File: config.mk
export PLATFORM = sky130hd
export DESIGN_NAME = guess_entry_ctrl
export DESIGN_NICKNAME = d
export VERILOG_FILES = /design/src/rtl/keypad_pkg.sv /design/src/rtl/keypad_scanner.sv /design/src/rtl/guess_entry_ctrl.sv
export SDC_FILE = /design/constraint.sdc
export NUM_CORES = 1
export LEC_CHECK = 0
export ABC_AREA = 1
export CAP_MARGIN = 10
export CELL_PAD_IN_SITES_DETAIL_PLACEMENT = 1
export CELL_PAD_IN_SITES_GLOBAL_PLACEMENT = 1
export CORE_MARGIN = 4
export CORE_UTILIZATION = 43
export CTS_BUF_LIST = sky130_fd_sc_hd__clkbuf_16
export CTS_CLUSTER_SIZE = 10
export DETAILED_ROUTE_END_ITERATION = 8
export GPL_ROUTABILITY_DRIVEN = 0
export PLACE_DENSITY = 0.84
export SLEW_MARGIN = 30
export SYNTH_ARGS = -nofsm -noshare
export SYNTH_HDL_FRONTEND = slang
export SYNTH_SLANG_ARGS = --single-unit
File: constraint.sdc
create_clock -name clk -period 3 [get_ports clk]
set_clock_uncertainty 0.1 [all_clocks]
set_input_delay 0.6 -clock clk [delete_from_list [all_inputs] [get_ports clk]]
set_output_delay 0.6 -clock clk [all_outputs]
set_load 0.1 [all_outputs]
File: src/rtl/keypad_pkg.sv
// Shared keypad definitions: key codes, column drive patterns and key map.
// Imported by the scanner and the guess-entry controller.
package keypad_pkg;

   localparam logic [3:0] KEY_ENTER = 4'hE;
   localparam logic [3:0] KEY_BKSP  = 4'hF;
   localparam logic [3:0] KEY_CLR   = 4'hC;

   // Out of the 4-bit code range so it never aliases a real key
   localparam logic [4:0] KEY_NONE  = 5'h10;

   localparam logic [3:0] COL1_DRV = 4'b0111;
   localparam logic [3:0] COL2_DRV = 4'b1011;
   localparam logic [3:0] COL3_DRV = 4'b1101;
   localparam logic [3:0] COL4_DRV = 4'b1110;

   typedef enum logic [1:0] {
      COL1,
      COL2,
      COL3,
      COL4
   } col_t;

   typedef enum logic {
      EDIT,
      SUBMIT
   } entry_t;

   function automatic logic [3:0] col_drive(input col_t c);
      logic [3:0] d;
      d = 4'b1111;
      unique case (c)
         COL1: d = COL1_DRV;
         COL2: d = COL2_DRV;
         COL3: d = COL3_DRV;
         COL4: d = COL4_DRV;
         default: d = 4'b1111;
      endcase
      return d;
   endfunction

   // r is the row index, 0 = R1 .. 3 = R4
   function automatic logic [3:0] key_of(input col_t c,
                                         input logic [1:0] r);
      logic [3:0] k;
      k = 4'h0;
      unique case ({c, r})
         4'h0: k = 4'h1;
         4'h1: k = 4'h4;
         4'h2: k = 4'h7;
         4'h3: k = 4'h0;
         4'h4: k = 4'h2;
         4'h5: k = 4'h5;
         4'h6: k = 4'h8;
         4'h7: k = 4'hF;
         4'h8: k = 4'h3;
         4'h9: k = 4'h6;
         4'hA: k = 4'h9;
         4'hB: k = 4'hE;
         4'hC: k = 4'hA;
         4'hD: k = 4'hB;
         4'hE: k = 4'hC;
         4'hF: k = 4'hD;
         default: k = 4'h0;
      endcase
      return k;
   endfunction

   function automatic logic is_digit(input logic [3:0] k);
      return k <= 4'h9;
   endfunction

endpackage

File: src/rtl/keypad_scanner.sv
// 4x4 keypad column scanner with per-frame ghost rejection and debounce.
// Emits a single-cycle key_valid per accepted press; held keys never repeat.
module keypad_scanner
   import keypad_pkg::*;
#(
   parameter int SCAN_TICKS     = 100000,
   parameter int SETTLE         = 8,
   parameter int DEBOUNCE_SCANS = 4
) (
   input  logic       clk,
   input  logic       rst,
   input  logic [3:0] Row,
   output logic [3:0] Col,
   output logic       key_valid,
   output logic [3:0] key_code
);

   localparam int TW = (SCAN_TICKS > 1) ? $clog2(SCAN_TICKS) : 1;
   localparam int DW = $clog2(DEBOUNCE_SCANS + 1);

   col_t          col_q, col_d;
   logic [TW-1:0] tick_q, tick_d;
   logic          tick_end;
   logic          sample;

   logic [3:0]    hits;
   logic [2:0]    nbits;
   logic [1:0]    row_idx;
   logic [3:0]    col_code;
   logic [2:0]    sum;

   logic [1:0]    acc_q;
   logic [3:0]    acc_code_q;
   logic [3:0]    frame_code;
   logic [4:0]    frame_res;
   logic          frame_done;

   logic [4:0]    cand_q, cand_d;
   logic [DW-1:0] cnt_q, cnt_d;
   logic          rep_q, rep_d;
   logic          stable;
   logic          fire;

   assign tick_end = tick_q == TW'(SCAN_TICKS - 1);
   assign sample   = tick_q == TW'(SETTLE);

   always_ff @(posedge clk or posedge rst) begin
      if (rst) begin
         col_q  <= COL1;
         tick_q <= '0;
      end else begin
         col_q  <= col_d;
         tick_q <= tick_d;
      end
   end

   always_comb begin
      col_d  = col_q;
      tick_d = tick_end ? '0 : tick_q + TW'(1);
      if (tick_end) begin
         unique case (col_q)
            COL1: col_d = COL2;
            COL2: col_d = COL3;
            COL3: col_d = COL4;
            COL4: col_d = COL1;
            default: col_d = COL1;
         endcase
      end
   end

   assign Col = rst ? 4'b1111 : col_drive(col_q);

   assign hits  = ~Row;
   assign nbits = 3'(hits[0]) + 3'(hits[1])
                + 3'(hits[2]) + 3'(hits[3]);

   always_comb begin
      row_idx = '0;
      for (int r = 0; r < 4; r++) begin
         if (hits[3-r]) row_idx = 2'(r);
      end
   end

   assign col_code   = key_of(col_q, row_idx);
   assign sum        = 3'(acc_q) + nbits;
   assign frame_code = (nbits == 3'd1) ? col_code : acc_code_q;
   assign frame_done = sample && (col_q == COL4);
   assign frame_res  = (sum == 3'd1) ? {1'b0, frame_code} : KEY_NONE;

   // Bit count saturates at 2: anything above one hit is a ghost
   always_ff @(posedge clk or posedge rst) begin
      if (rst) begin
         acc_q      <= '0;
         acc_code_q <= '0;
      end else if (sample) begin
         if (col_q == COL4) begin
            acc_q      <= '0;
            acc_code_q <= '0;
         end else begin
            acc_q      <= (sum >= 3'd2) ? 2'd2 : sum[1:0];
            acc_code_q <= frame_code;
         end
      end
   end

   always_comb begin
      cand_d = frame_res;
      if (frame_res == cand_q) begin
         cnt_d = (cnt_q == DW'(DEBOUNCE_SCANS)) ? cnt_q : cnt_q + DW'(1);
      end else begin
         cnt_d = DW'(1);
      end
      stable = cnt_d == DW'(DEBOUNCE_SCANS);
      fire   = frame_done && stable && (cand_d != KEY_NONE) && !rep_q;
      rep_d  = stable ? (cand_d != KEY_NONE) : rep_q;
   end

   always_ff @(posedge clk or posedge rst) begin
      if (rst) begin
         cand_q    <= KEY_NONE;
         cnt_q     <= '0;
         rep_q     <= 1'b0;
         key_valid <= 1'b0;
         key_code  <= '0;
      end else begin
         key_valid <= fire;
         if (frame_done) begin
            cand_q <= cand_d;
            cnt_q  <= cnt_d;
            rep_q  <= rep_d;
         end
         if (fire) key_code <= cand_d[3:0];
      end
   end

endmodule

File: src/rtl/guess_entry_ctrl.sv
// Numberle guess entry: keypad scanner plus digit buffer with editing
// keys and a valid/ack handoff of the completed guess.
module guess_entry_ctrl
   import keypad_pkg::*;
#(
   parameter int SCAN_TICKS     = 100000,
   parameter int SETTLE         = 8,
   parameter int DEBOUNCE_SCANS = 4,
   parameter int GUESS_LEN      = 5
) (
   input  logic                   clk,
   input  logic                   rst,
   input  logic [3:0]             Row,
   output logic [3:0]             Col,
   output logic                   key_valid,
   output logic [3:0]             key_code,
   output logic [4*GUESS_LEN-1:0] guess_digits,
   output logic [2:0]             guess_count,
   output logic                   guess_valid,
   input  logic                   guess_ack
);

   entry_t                      st_q, st_d;
   logic [GUESS_LEN-1:0][3:0]   dig_q, dig_d;
   logic [2:0]                  cnt_q, cnt_d;

   keypad_scanner #(
      .SCAN_TICKS     (SCAN_TICKS),
      .SETTLE         (SETTLE),
      .DEBOUNCE_SCANS (DEBOUNCE_SCANS)
   ) u_scan (
      .clk       (clk),
      .rst       (rst),
      .Row       (Row),
      .Col       (Col),
      .key_valid (key_valid),
      .key_code  (key_code)
   );

   always_ff @(posedge clk or posedge rst) begin
      if (rst) begin
         st_q  <= EDIT;
         dig_q <= '0;
         cnt_q <= '0;
      end else begin
         st_q  <= st_d;
         dig_q <= dig_d;
         cnt_q <= cnt_d;
      end
   end

   // Slot s lives in nibble GUESS_LEN-1-s so the first digit is the MSB
   always_comb begin
      st_d  = st_q;
      dig_d = dig_q;
      cnt_d = cnt_q;
      unique case (st_q)
         EDIT: begin
            if (key_valid) begin
               unique case (1'b1)
                  is_digit(key_code): begin
                     if (cnt_q < 3'(GUESS_LEN)) begin
                        for (int s = 0; s < GUESS_LEN; s++) begin
                           if (3'(s) == cnt_q) dig_d[GUESS_LEN-1-s] = key_code;
                        end
                        cnt_d = cnt_q + 3'd1;
                     end
                  end
                  (key_code == KEY_BKSP): begin
                     if (cnt_q != 3'd0) begin
                        for (int s = 0; s < GUESS_LEN; s++) begin
                           if (3'(s) == cnt_q - 3'd1) dig_d[GUESS_LEN-1-s] = 4'h0;
                        end
                        cnt_d = cnt_q - 3'd1;
                     end
                  end
                  (key_code == KEY_CLR): begin
                     dig_d = '0;
                     cnt_d = '0;
                  end
                  (key_code == KEY_ENTER): begin
                     if (cnt_q == 3'(GUESS_LEN)) st_d = SUBMIT;
                  end
                  default: ;
               endcase
            end
         end
         SUBMIT: begin
            if (guess_ack) begin
               st_d  = EDIT;
               dig_d = '0;
               cnt_d = '0;
            end
         end
         default: st_d = EDIT;
      endcase
   end

   assign guess_digits = dig_q;
   assign guess_count  = cnt_q;
   assign guess_valid  = st_q == SUBMIT;

endmodule
==> impl_metrics.py <==
metrics = {
    "drt": {
        "dr.pass1.iters": 4,
        "drt_drc_violations_left": 0,
        "drt-initial-drc-count": 151,
        "antenna_viol_nets_final": 0,
        "route.detailed.wl_per_inst_microns": 17.5,
        "avgViaCountPerCell": 5.43,
        "final_wirelength_microns": 11600,
        "route.vias.total": 3610,
    },
    "critical_path": {
        "path_max_fanout": 6,
        "critPathKind": "in -> reg",
        "cp-start-kind": "input port",
        "cp_data_arrival_time_ns": 3.61,
        "worst_setup_path_end_kind": "flop",
        "crit_required_ns": 3.12,
    },
    "clock_network": {
        "worst_skew_pair.late_latency_ns": 0.33,
        "cts-htree-levels": 3,
        "clock-root-buffer": "sky130_fd_sc_hd__clkbuf_16",
        "cts_tree": "done",
        "hold_buffers_post_cts": 0,
        "clk_pin_slew_ns": 0.06,
        "clkSinkCount": 63,
        "clk_path_buf_depth": 2,
        "cts_inserted_buffers": 9,
    },
    "synthesis": {
        "ys_seq_elements": 63,
        "syn_area_sq_um": 3830,
        "synth_top_cell_by_area": "sky130_fd_sc_hd__dfrtp_1",
        "yosys_warnings": 0,
        "yosysSeqAreaShare": 0.412,
        "post_synth.cell_area_avg_sq_um": 8.15,
        "yosys-top-cells-area": "sky130_fd_sc_hd__dfrtp_1 (40%), sky130_fd_sc_hd__nand2_1 (10%), sky130_fd_sc_hd__ha_1 (7.8%)",
        "synth-main-ff-cell": "sky130_fd_sc_hd__dfrtp_1",
        "synth_top_cell_area_share": 0.405,
        "synth.net_count": 503,
        "asyncSetResetFlopFracSynth": 1.00,
        "synth_enable_flop_cells": 0,
        "synth_cell_types": 41,
        "netlist_instances": 470,
    },
    "run": {
        "cap_violations": 0,
    },
    "cells_and_area": {
        "layout-drive-gt1-share": 0.291,
        "final_net_count": 585,
        "area_delta_synth_final_pct": 31.2,
        "layout.area.seq_sq_um": 1580,
        "antennaDiodeCount": 0,
        "postLayoutCellArea_sq_um": 5030,
        "layout.filler_cells": 1057,
        "multi_input_logic_area_sq_um": 2070,
    },
    "sta": {
        "post-route-worst-setup-slack_ns": -0.488,
        "report.final.setup_viol": 9,
        "clock.fmax_mhz": 287,
        "worst_slew_pin_slew_ns": 0.824,
        "finalCritPeriodShare": 1.16,
        "setup_tns_ns": -3.64,
        "hold_slack_ns": 0.387,
        "max-slew-margin-rel": 0.451,
        "fin_crit_ns": 3.49,
        "slew_violations": 0,
        "timing_hold_violations_final": 0,
        "unrepaired_setup_endpoints_after_global_routing": "true",
    },
    "floorplan": {
        "ios": 40,
        "fp.dieW_microns": 102,
        "std_cell_rows": 34,
        "die-area_sq_um": 10500,
        "effective_utilization_at_floorplan": 0.442,
        "die_y_microns": 102,
        "placeableCoreArea_sq_um": 8680,
    },
    "run_status": {
        "violations": "negative setup slack",
        "run_status": "complete, but fails checks",
    },
    "power": {
        "leakage_nw": 2.47,
        "worst_ir_drop_vdd_mv": 0.228,
        "p_per_area_nw_per_um2": 472,
    },
    "placed_design": {
        "port_buffers": 39,
        "hpwl_microns": 8030,
        "area_after_dpl_sq_um": 4590,
    },
    "hold_path": {
        "hold_path_class": "reg -> reg",
    },
    "grt": {
        "grt_max_degree": 64,
        "grt_pass1_vias": 3992,
        "grt_first_pass_wirelength_microns": 19200,
        "antenna_found_initial": 0,
        "grt_use_total": 0.234,
        "gr-total-overflow": 0,
    },
}
## layout by cell type, fill, tap and decap left out, types with 3 or more instances in the layout
cell type and instances:
sky130_fd_sc_hd__a211oi_1 3, sky130_fd_sc_hd__a21oi_1 13, sky130_fd_sc_hd__buf_12 5, sky130_fd_sc_hd__buf_4 60, sky130_fd_sc_hd__buf_6 3, sky130_fd_sc_hd__clkbuf_16 9
sky130_fd_sc_hd__clkinvlp_4 3, sky130_fd_sc_hd__dfrtp_1 62, sky130_fd_sc_hd__ha_1 21, sky130_fd_sc_hd__ha_4 3, sky130_fd_sc_hd__inv_1 61, sky130_fd_sc_hd__inv_2 8
sky130_fd_sc_hd__nand2_1 94, sky130_fd_sc_hd__nand2_2 21, sky130_fd_sc_hd__nand3_1 29, sky130_fd_sc_hd__nand3_2 7, sky130_fd_sc_hd__nand4_1 13, sky130_fd_sc_hd__nor2_1 23
sky130_fd_sc_hd__nor2_2 6, sky130_fd_sc_hd__nor2_4 8, sky130_fd_sc_hd__nor3_1 8, sky130_fd_sc_hd__nor3_2 4, sky130_fd_sc_hd__nor4_1 3, sky130_fd_sc_hd__o21ai_0 40
sky130_fd_sc_hd__o21ai_1 3, sky130_fd_sc_hd__xor2_1 4
## registers in the layout, summed over array words and instances (netlist names)
| signal | flops |
|---|---|
| u_scan.rep_q | 1 |
| u_scan.cand_q | 5 |
| u_scan.col_q | 2 |
| u_scan.acc_code_q | 4 |
| guess_digits | 20 |
| u_scan.key_valid | 1 |
| u_scan.acc_q | 2 |
| u_scan.tick_q | 17 |
| guess_valid | 1 |
| u_scan.cnt_q | 3 |
| guess_count | 3 |
| u_scan.key_code | 4 |
## stage by stage
stage	utilization	setup WS [ns]	instances	total power, W
3_3_place_gp	0.529	-1.17	641	0.00130
6_report	0.579	-0.488	665	0.00237
3_5_place_dp	0.529	-1.34	641	0.00133
2_1_floorplan	-	-0.391	470	0.00118
5_1_grt	0.579	-0.604	665	0.00248
4_1_cts	0.572	-0.529	663	0.00237
## power by group
part           switching (W)  internal (W)  total [W]
Sequential         0.0000200      0.000868   0.000888
Clock               0.000420      0.000568   0.000989
Combinational       0.000300      0.000197   0.000496
## logic make-up after synthesis
logic type / count (synthesis) / synth area share
flops: 63 / 0.412
compound gates: 69 / 0.0976
buf+inv: 77 / 0.0810
simple gates: 230 / 0.310
xor+xnor: 5 / 0.0114
fa+ha+maj: 26 / 0.0888
## path summary, 6_finish.rpt
path                                              start                             end  slack (ns)  cells past startpoint
max                                              Row[0]  u_scan.key_code[3]$_DFFE_PP0P_       -0.49                     19
min                        guess_digits[19]$_DFFE_PP0P_    guess_digits[19]$_DFFE_PP0P_        0.39                      2
max reg2reg                 u_scan.acc_q[0]$_DFFE_PP0N_  u_scan.key_code[3]$_DFFE_PP0P_        0.22                     15
min reg2reg                guess_digits[19]$_DFFE_PP0P_    guess_digits[19]$_DFFE_PP0P_        0.39                      2
max in group asynchronous                           rst     u_scan.tick_q[16]$_DFF_PP0_        1.28                      3
min in group asynchronous                           rst      u_scan.tick_q[5]$_DFF_PP0_        1.00                      3
## timing repair
action / CTS / global route
setup endpoints to repair: 16 / 9
resized for setup: 29 / 16
setup buffers: 6 / 3
pin swaps: 15 / 19
cloned: 0 / 0
## critical path: stages
cell and delay (ns):
sky130_fd_sc_hd__buf_8 0.10, sky130_fd_sc_hd__inv_12 0.03, sky130_fd_sc_hd__ha_4 0.25, sky130_fd_sc_hd__fa_2 0.46, sky130_fd_sc_hd__ha_4 0.18, sky130_fd_sc_hd__fa_2 0.57, sky130_fd_sc_hd__nor2_4 0.04, sky130_fd_sc_hd__inv_2 0.06
sky130_fd_sc_hd__nor2_4 0.05, sky130_fd_sc_hd__buf_4 0.14, sky130_fd_sc_hd__nand4_1 0.14, sky130_fd_sc_hd__nand3_2 0.12, sky130_fd_sc_hd__nor2_4 0.14, sky130_fd_sc_hd__buf_6 0.12, sky130_fd_sc_hd__nand4_4 0.09, sky130_fd_sc_hd__nor2_4 0.16
sky130_fd_sc_hd__nand4_4 0.16, sky130_fd_sc_hd__nand2_2 0.12, sky130_fd_sc_hd__nand2_2 0.05
## routing by layer
layer  part of all wire  GRT usage
met5                  0          0
met4              0.033      0.110
met3              0.033     0.0334
met2               0.52      0.425
met1               0.41      0.271
## layout make-up
class,count,area share
well taps,108,0.0269
flip-flops and latches,63,0.314
multi-input cells,330,0.412
clock buffers,9,0.0448
inverters,75,0.0644
clock inverters,7,0.0114
repair buffers,73,0.127
## synth_stat cells, types with 2 or more instances
library cell	instances
sky130_fd_sc_hd__nand2_2	12
sky130_fd_sc_hd__nand3_1	30
sky130_fd_sc_hd__xor2_1	4
sky130_fd_sc_hd__nand2_1	105
sky130_fd_sc_hd__nor3_1	8
sky130_fd_sc_hd__nand4_1	13
sky130_fd_sc_hd__nor2_4	6
sky130_fd_sc_hd__a21oi_1	13
sky130_fd_sc_hd__clkinv_1	2
sky130_fd_sc_hd__o211ai_1	2
sky130_fd_sc_hd__nor4_1	3
sky130_fd_sc_hd__ha_1	24
sky130_fd_sc_hd__dfrtp_1	62
sky130_fd_sc_hd__o22ai_1	2
sky130_fd_sc_hd__o21ai_0	42
sky130_fd_sc_hd__o21ai_1	2
sky130_fd_sc_hd__nand4_2	4
sky130_fd_sc_hd__fa_1	2
sky130_fd_sc_hd__nor3_2	5
sky130_fd_sc_hd__or2_2	2
sky130_fd_sc_hd__nand3_2	6
sky130_fd_sc_hd__a211oi_1	3
sky130_fd_sc_hd__inv_2	4
sky130_fd_sc_hd__nor2_1	25
sky130_fd_sc_hd__inv_1	68
sky130_fd_sc_hd__nor2_2	6
(Power assumes the default switching activity.)
